<file path="src/rtl/ahsqr_pkg.sv">
// Shared parameters, elaboration helpers and reference model for the AHSQR pipelined root.
package ahsqr_pkg;

   typedef struct packed {
      logic [31:0] root;
      logic [31:0] rem;
   } ahsqr_res_t;

   function automatic int unsigned ahsqr_out_w(input int unsigned in_w);
      return in_w / 2;
   endfunction

   function automatic int unsigned ahsqr_stages(input int unsigned in_w, input int unsigned k);
      return in_w / 2 - k / 2;
   endfunction

   // Midpoint of the dropped root bits; recentres the truncation error.
   function automatic int unsigned ahsqr_comp(input int unsigned k);
      return (k > 0) ? (32'd1 << (k / 2 - 1)) : 32'd0;
   endfunction

   function automatic bit ahsqr_params_ok(input int unsigned in_w, input int unsigned k);
      return (in_w % 2 == 0) && (in_w >= 4) && (k % 2 == 0) && (k + 2 <= in_w);
   endfunction

   // Behavioural reference: bitwise search for floor(sqrt(R >> K)).
   function automatic ahsqr_res_t ahsqr_model(input logic [63:0] r, input int unsigned k);
      logic [63:0] t;
      logic [63:0] q;
      logic [63:0] c;
      ahsqr_res_t  res;
      t = r >> k;
      q = '0;
      for (int b = 31; b >= 0; b--) begin
         c = q | (64'd1 << b);
         if (c * c <= t) q = c;
      end
      res.rem  = 32'(t - q * q);
      res.root = 32'((q << (k / 2)) | 64'(ahsqr_comp(k)));
      return res;
   endfunction

endpackage

</file>
<file path="src/rtl/ahsqr_stage.sv">
// One non-restoring square-root digit step: consumes two radicand bits, yields one root bit.
module ahsqr_stage #(
   parameter int unsigned S = 6
) (
   input  logic [S+1:0] rem,
   input  logic [S-1:0] root,
   input  logic [1:0]   bits,
   output logic [S+1:0] rem_nxt,
   output logic [S-1:0] root_nxt
);
   localparam int unsigned RW = S + 2;

   logic [RW-1:0] shifted;

   // Width RW keeps one spare sign bit; wraparound arithmetic is exact within that range.
   always_comb begin
      shifted = {rem[RW-3:0], bits};
      if (rem[RW-1]) begin
         rem_nxt = shifted + {root, 2'b11};
      end else begin
         rem_nxt = shifted - {root, 2'b01};
      end
      root_nxt = S'({root, ~rem_nxt[RW-1]});
   end

endmodule

</file>
<file path="src/rtl/ahsqr_pipe.sv">
// Pipelined approximate square root with valid/ready back-pressure and a sideband tag.
// Define AHSQR_REM_EN to compile in the corrected remainder output out_rem.
module ahsqr_pipe
   import ahsqr_pkg::*;
#(
   parameter int unsigned IN_W  = 16,
   parameter int unsigned K     = 4,
   parameter int unsigned TAG_W = 4
) (
   input  logic                   clk,
   input  logic                   rst_n,
   input  logic                   in_valid,
   output logic                   in_ready,
   input  logic [IN_W-1:0]        in_r,
   input  logic [TAG_W-1:0]       in_tag,
   output logic                   out_valid,
   input  logic                   out_ready,
   output logic [IN_W/2-1:0]      out_root,
   output logic [TAG_W-1:0]       out_tag
`ifdef AHSQR_REM_EN
   ,
   output logic [IN_W/2-K/2:0]    out_rem
`endif
);
   localparam int unsigned OUT_W = ahsqr_out_w(IN_W);
   localparam int unsigned S     = ahsqr_stages(IN_W, K);
   localparam int unsigned RW    = S + 2;
   localparam int unsigned TW    = 2 * S;
   localparam logic [OUT_W-1:0] COMP = OUT_W'(ahsqr_comp(K));

   if (!ahsqr_params_ok(IN_W, K) || TAG_W < 1) begin : g_param_err
      $error("ahsqr_pipe: illegal IN_W/K/TAG_W combination");
   end

   logic                adv;
   logic [S:0]          vld_q;
   logic [TAG_W-1:0]    tag_q  [S+1];
   logic [TW-1:0]       opnd_q [S];
   logic [RW-1:0]       rem_q  [S];
   logic [S-1:0]        root_q [S];
   logic [OUT_W-1:0]    out_root_q;
   logic [RW-1:0]       st_rem [S];
   logic [RW-1:0]       rem_d  [S];
   logic [S-1:0]        root_d [S];

   assign adv      = !out_valid || out_ready;
   assign in_ready = adv;

   for (genvar i = 0; i < S; i++) begin : g_stage
      logic [RW-1:0] rem_in;
      logic [S-1:0]  root_in;
      if (i == 0) begin : g_first
         assign rem_in  = '0;
         assign root_in = '0;
      end else begin : g_next
         assign rem_in  = rem_q[i-1];
         assign root_in = root_q[i-1];
      end
      ahsqr_stage #(
         .S (S)
      ) u_stage (
         .rem      (rem_in),
         .root     (root_in),
         .bits     (opnd_q[i][TW-1-2*i -: 2]),
         .rem_nxt  (st_rem[i]),
         .root_nxt (root_d[i])
      );
   end

   // A negative final remainder means the last trial overshot by 2q+1.
   always_comb begin
      for (int unsigned j = 0; j < S; j++) rem_d[j] = st_rem[j];
`ifdef AHSQR_REM_EN
      if (st_rem[S-1][RW-1]) begin
         rem_d[S-1] = st_rem[S-1] + RW'({root_d[S-1], 1'b1});
      end
`endif
   end

   always_ff @(posedge clk or negedge rst_n) begin
      if (!rst_n) begin
         vld_q      <= '0;
         out_root_q <= '0;
         for (int unsigned j = 0; j <= S; j++) tag_q[j] <= '0;
         for (int unsigned j = 0; j < S; j++) begin
            opnd_q[j] <= '0;
            rem_q[j]  <= '0;
            root_q[j] <= '0;
         end
      end else if (adv) begin
         vld_q     <= {vld_q[S-1:0], in_valid};
         tag_q[0]  <= in_tag;
         opnd_q[0] <= in_r[IN_W-1:K];
         for (int unsigned j = 1; j <= S; j++) tag_q[j] <= tag_q[j-1];
         for (int unsigned j = 1; j < S; j++) opnd_q[j] <= opnd_q[j-1];
         for (int unsigned j = 0; j < S; j++) begin
            rem_q[j]  <= rem_d[j];
            root_q[j] <= root_d[j];
         end
         out_root_q <= (OUT_W'(root_d[S-1]) << (K / 2)) | COMP;
      end
   end

   assign out_valid = vld_q[S];
   assign out_tag   = tag_q[S];
   assign out_root  = out_root_q;
`ifdef AHSQR_REM_EN
   assign out_rem   = rem_q[S-1][S:0];
`endif

endmodule

</file>
<file path="config.mk">
export PLATFORM = sky130hd
export DESIGN_NAME = ahsqr_pipe
export DESIGN_NICKNAME = d
export VERILOG_FILES = /design/src/rtl/ahsqr_pkg.sv /design/src/rtl/ahsqr_stage.sv /design/src/rtl/ahsqr_pipe.sv
export SDC_FILE = /design/constraint.sdc
export NUM_CORES = 1
export LEC_CHECK = 0
export ABC_AREA = 1
export CORE_ASPECT_RATIO = 1.5
export CORE_MARGIN = 2
export CORE_UTILIZATION = 55
export DETAILED_ROUTE_END_ITERATION = 8
export PLACE_DENSITY = 0.74
export SYNTH_ARGS = -nofsm -noshare
export SYNTH_HDL_FRONTEND = slang
export SYNTH_SLANG_ARGS = --single-unit
</file>
<file path="constraint.sdc">
create_clock -name clk -period 2.07 [get_ports clk]
set_input_delay 0.3105 -clock clk [delete_from_list [all_inputs] [get_ports clk]]
set_output_delay 0.3105 -clock clk [all_outputs]
set_load 0.02 [all_outputs]
</file>
Yosys cells after proc, flatten, opt, wreduce, memory -nomap -nowiden. Cells that the tools add are included.

Bits in registers: 139.

$add $sub $neg: 11. Muxes and demuxes: 5. Bitwise gates (word level): 6. Reductions and logical operators: 2.

Operators by type and width (count): $mux W8 (5); $add A8 B3 Y8 (1); $add A8 B4 Y8 (1); $add A8 B5 Y8 (1); $add A8 B6 Y8 (1); $add A8 B7 Y8 (1); $sub A8 B3 Y8 (1); $sub A8 B4 Y8 (1); $sub A8 B5 Y8 (1); $sub A8 B6 Y8 (1); $sub A8 B7 Y8 (1); $not A1 Y1 (6); $sub A2 B1 Y3 const B (1); $logic_not A1 Y1 (1); $logic_or A1 B1 Y1 (1).

Depth between registers and ports, before layout. Gate-level depths: netlist (run 1).

Depth in word-level cells: 3. Mapped depth: 10.

Hierarchy. Synthesis (run 1) repeated with hierarchy kept, for this count alone.

Cell total of the unflattened synthesis: 1150. Area, all modules: 8827.2 um2.

By module, submodules not included: ahsqr_pipe (times used 1, cells an instance 670, area each 6067.1 um2, sequential area each 3853.7 um2); ahsqr_stage (g_stage[0].u_stage ...) (times used 2, cells an instance 80, area each 461.7 um2, sequential area each 0.0 um2); ahsqr_stage (g_stage[2].u_stage ...) (times used 2, cells an instance 80, area each 456.7 um2, sequential area each 0.0 um2); ahsqr_stage (g_stage[5].u_stage) (times used 1, cells an instance 80, area each 464.2 um2, sequential area each 0.0 um2); ahsqr_stage (g_stage[4].u_stage) (times used 1, cells an instance 80, area each 459.2 um2, sequential area each 0.0 um2).

Least setup slack after synthesis (run 1). OpenSTA, ideal clock, no wires.

Path kind: reg-to-reg. Start: register, netlist name g_stage[1].rem_in[6]. End: register rem_q, in the netlist g_stage[2].rem_in[3]. Library setup time: 83 ps. Arrival time: 1576 ps. Slack: 411 ps. Stages on the path, launching flop included: 6. Path buffers: 0. Cell sequence: dfrtp_1 -> xnor2_1 -> ha_1 -> a21oi_1 -> fa_1 -> o21ai_0.

RTL lines: to (signal, indexed assignment) (RTL line ahsqr_pipe.sv:97) `rem_q[j] <= rem_d[j];`; to (decl) (RTL line ahsqr_pipe.sv:39) `logic [RW-1:0] rem_q [S];`.

Worst setup path after layout (run 1).
Start: register vld_q[6]. End: output port in_ready.

Word-level cells in the longest chain between the ends: 2.

Ends and longest elaborated chain: from (decl) (RTL line ahsqr_pipe.sv:36) `logic [S:0] vld_q;`; from (signal assigned) (RTL line ahsqr_pipe.sv:91) `vld_q <= {vld_q[S-1:0], in_valid};`; $logic_not A1 Y1 (RTL line ahsqr_pipe.sv:46) `assign adv = !out_valid || out_ready;`; $logic_or A1 B1 Y1 (RTL line ahsqr_pipe.sv:46); to (decl) (RTL line ahsqr_pipe.sv:13) `output logic in_ready,`.

No other way between the ends.

==> results.toml, run 1 <==
[floorplan]
die_h_um = 132
start_util_pct = 56.6
dieArea_um2 = 11800
rows = 46
die_width_um = 89.5
coreArea_um2 = 10600
ioPinCount = 38

[logic_synthesis]
syn_inst = 725
synth_edf_count = 0
seq_area_frac_synth_pct = 54.0
synthArstFlopShare_pct = 100
synth_nets = 777
yosys_most_used_dff = "dfrtp_1"
synth_cell_type_count = 21
avgSynthCellArea_um2 = 8.32
ys_ff_latch = 130
synthesis.area_um2 = 6030
yosys_warnings = 0

[timing]
min_period_over_period_pct = 94.1
tightest_slew_ps = 510
rsz0062_at_grt = "false"
hold_slack_ps = 377
hold_violations = 0
clock.fmax_ghz = 0.513
setup_tns_ps = 0
timing.slew.headroom_pct = 66.0
skew_ps = 11.8
layout_min_cycle_time_ps = 1950
setup_viol = 0
drv_slew = 0

[finish]
antennaDiodeCount = 0
stdcell_count = 904
drive_gt1_share_pct = 5.39
nNetsFinal = 799
fill_cells = 849
syn_to_final_growth_pct = 17.0
fin_util_pct = 66.2
final_common_cell = "nand2_1"
final_cell_mix = "nand2_1, dfrtp_1, inv_1, o21ai_0, clkdlybuf4s50_1"

[routing]
drt_iter0_markers = 276
totalWireLength_um = 11000
dr.pass1.iters = 4
wl_per_cell_um = 12.2
ant_nets = 0
drc = 0
viasPerCell = 4.93
via_count = 4458

[clock_network]
ctsRootBufferMaster = "clkbuf_16"
clock_latency_ps = 420
cts_setup_buffers = 0
htreeDepth = 4
cts_tree = "yes"
numCtsBuffers = 17
clkTransAtPathRegs_ps = 60
ctsLongestPathBuffers = 2
cts.sink_count = 130

[place]
gp_congestion = 0.835
place_inst = 871
post-dp-hpwl_um = 6860
portBuffers = 32

[critical_path]
crit_fanout = 2
crit_slowest_cell = "clkdlybuf4s50_1"
max_stage_delay_ps = 630
arrival_ps = 1640
critPathCaptureType = "output pin"
crit_chain = "inv_1 > nor2_4 > clkinv_2 > clkdlybuf4s50_1"
start_kind = "register"
cp.required_ps = 1760
worstSetupPathType = "reg2out"

[power_and_ir_drop]
p_clk_share_pct = 22.8
p_int_w = 0.00810
p_sw_share_pct = 39.7
p_sw_w = 0.00534
p_leak_nw = 3.70
p_comb_share_pct = 43.3
pwr-share-seq_pct = 34.0
power.total_w = 0.0134
power.density_nw_per_um2 = 1910
ir_worst_vdd_v = 0.000877

[global_route]
grt_pass1_vias = 4464
grt_antenna_before_repair = 0
grt_pass1_wl_um = 19900
grt_max_degree = 133
track_usage_pct = 21.4
grt-ovfl-total = 0

[job]
maxCapViolCount = 0

[status]
status = "finished clean"

[hold_path]
hp-class = "in2async"
-- cell usage after synthesis (3+ instances only) --
master / count / area (um2)
clkbuf_1: 7 / 26.3
nand3b_1: 3 / 22.5
o21ai_0: 44 / 220
ha_1: 27 / 338
nand2_1: 359 / 1350
inv_1: 58 / 218
dfrtp_1: 130 / 3250
buf_2: 20 / 100
or2_2: 3 / 18.8
nor2_1: 8 / 30.0
nand3_1: 24 / 120
a21oi_1: 6 / 30.0
xor2_1: 3 / 26.3
xnor2_1: 19 / 166
buf_4: 8 / 60.1
-- state kept, by name (all words and copies together), names as in the netlist --
register	flops
out_root	7
g_stage.root_in	15
opnd_q	42
tag_q	24
vld_q	7
g_stage.rem_in	31
out_tag	4
-- power groups by stage --
stage	combinational [W]	clock (W)	sequential, W
floorplan	0.00460	0	0.00440
global placement	0.00547	0	0.00454
detailed placement	0.00578	0	0.00458
CTS	0.00588	0.00311	0.00457
global route	0.00681	0.00321	0.00473
finish	0.00581	0.00306	0.00456
-- layer usage --
layer / vias to the layer above / GRT usage, % / share of wire [%]
met2: 84 / 34.6 / 52
met3: 19 / 6.01 / 3.3
li1: 2262 / - / -
met5: - / 0 / 0
met4: 0 / 8.21 / 1.7
met1: 2093 / 27.1 / 43
-- kinds of logic (layout without fill, tap and decap cells) --
family                     Yosys count  after routing  synth area share (%)
xor gates and xnor gates            22             22                  3.20
adders and majority gates           28             28                  5.93
and+or+nand+nor                    399            399                  25.8
buffers and inverters               94            129                  6.77
DFF                                130            130                  54.0
other                                1              1                0.0622
AOI/OAI and AO/OA                   51             51                  4.27
-- critical path, delay by kind of cell (launching register included) --
kind                   cells  cell delay, ps
buffers and inverters      3             790
flip-flops                 1             370
AND/OR/NAND/NOR            1              50
-- what timing repair did --
item                                    CTS  global route
hold buffers                              1             0
gates resized for setup                   0             0
hold endpoints to repair                 27             0
endpoints found under the setup margin    0             0
-- final timing paths --
path,from,end,slack (ps),depth (start not counted)
worst min register to register,out_root[1],out_root[1],460,1
worst max-delay path,vld_q[6],in_ready,120,4
max in group asynchronous,rst_n,tag_q[13],1060,3
worst min-delay path,rst_n,g_stage[3].rem_in[7],380,2
min in group clk,in_r[5],opnd_q[61],430,3
worst max register to register,g_stage[1].rem_in[6],g_stage[2].rem_in[3],260,5
-- layout make-up --
class	instances	area (um2)	share of cell area (%)
Tap cell	144	180	2.55
Timing Repair Buffer	38	415	5.89
Clock inverter	11	153	2.16
Multi-Input combinational cell	501	2370	33.6
Inverter	59	223	3.16
Clock buffer	21	460	6.53
Sequential cell	130	3250	46.1
-- stage by stage --
step                setup slack (ps)  area, um2
finish                           122       7050
global route                    40.9       7050
CTS                             68.7       7050
detailed placement               128       6430
global placement                 137       6430
floorplan                        411       6030
(Power assumes the default switching activity.)
==> run 2, diff against run 1 <==
SLEW_MARGIN = 0   (was default)
==> results of run 2 <==
Final layout, timing and power as in run 1 (identical DEF).
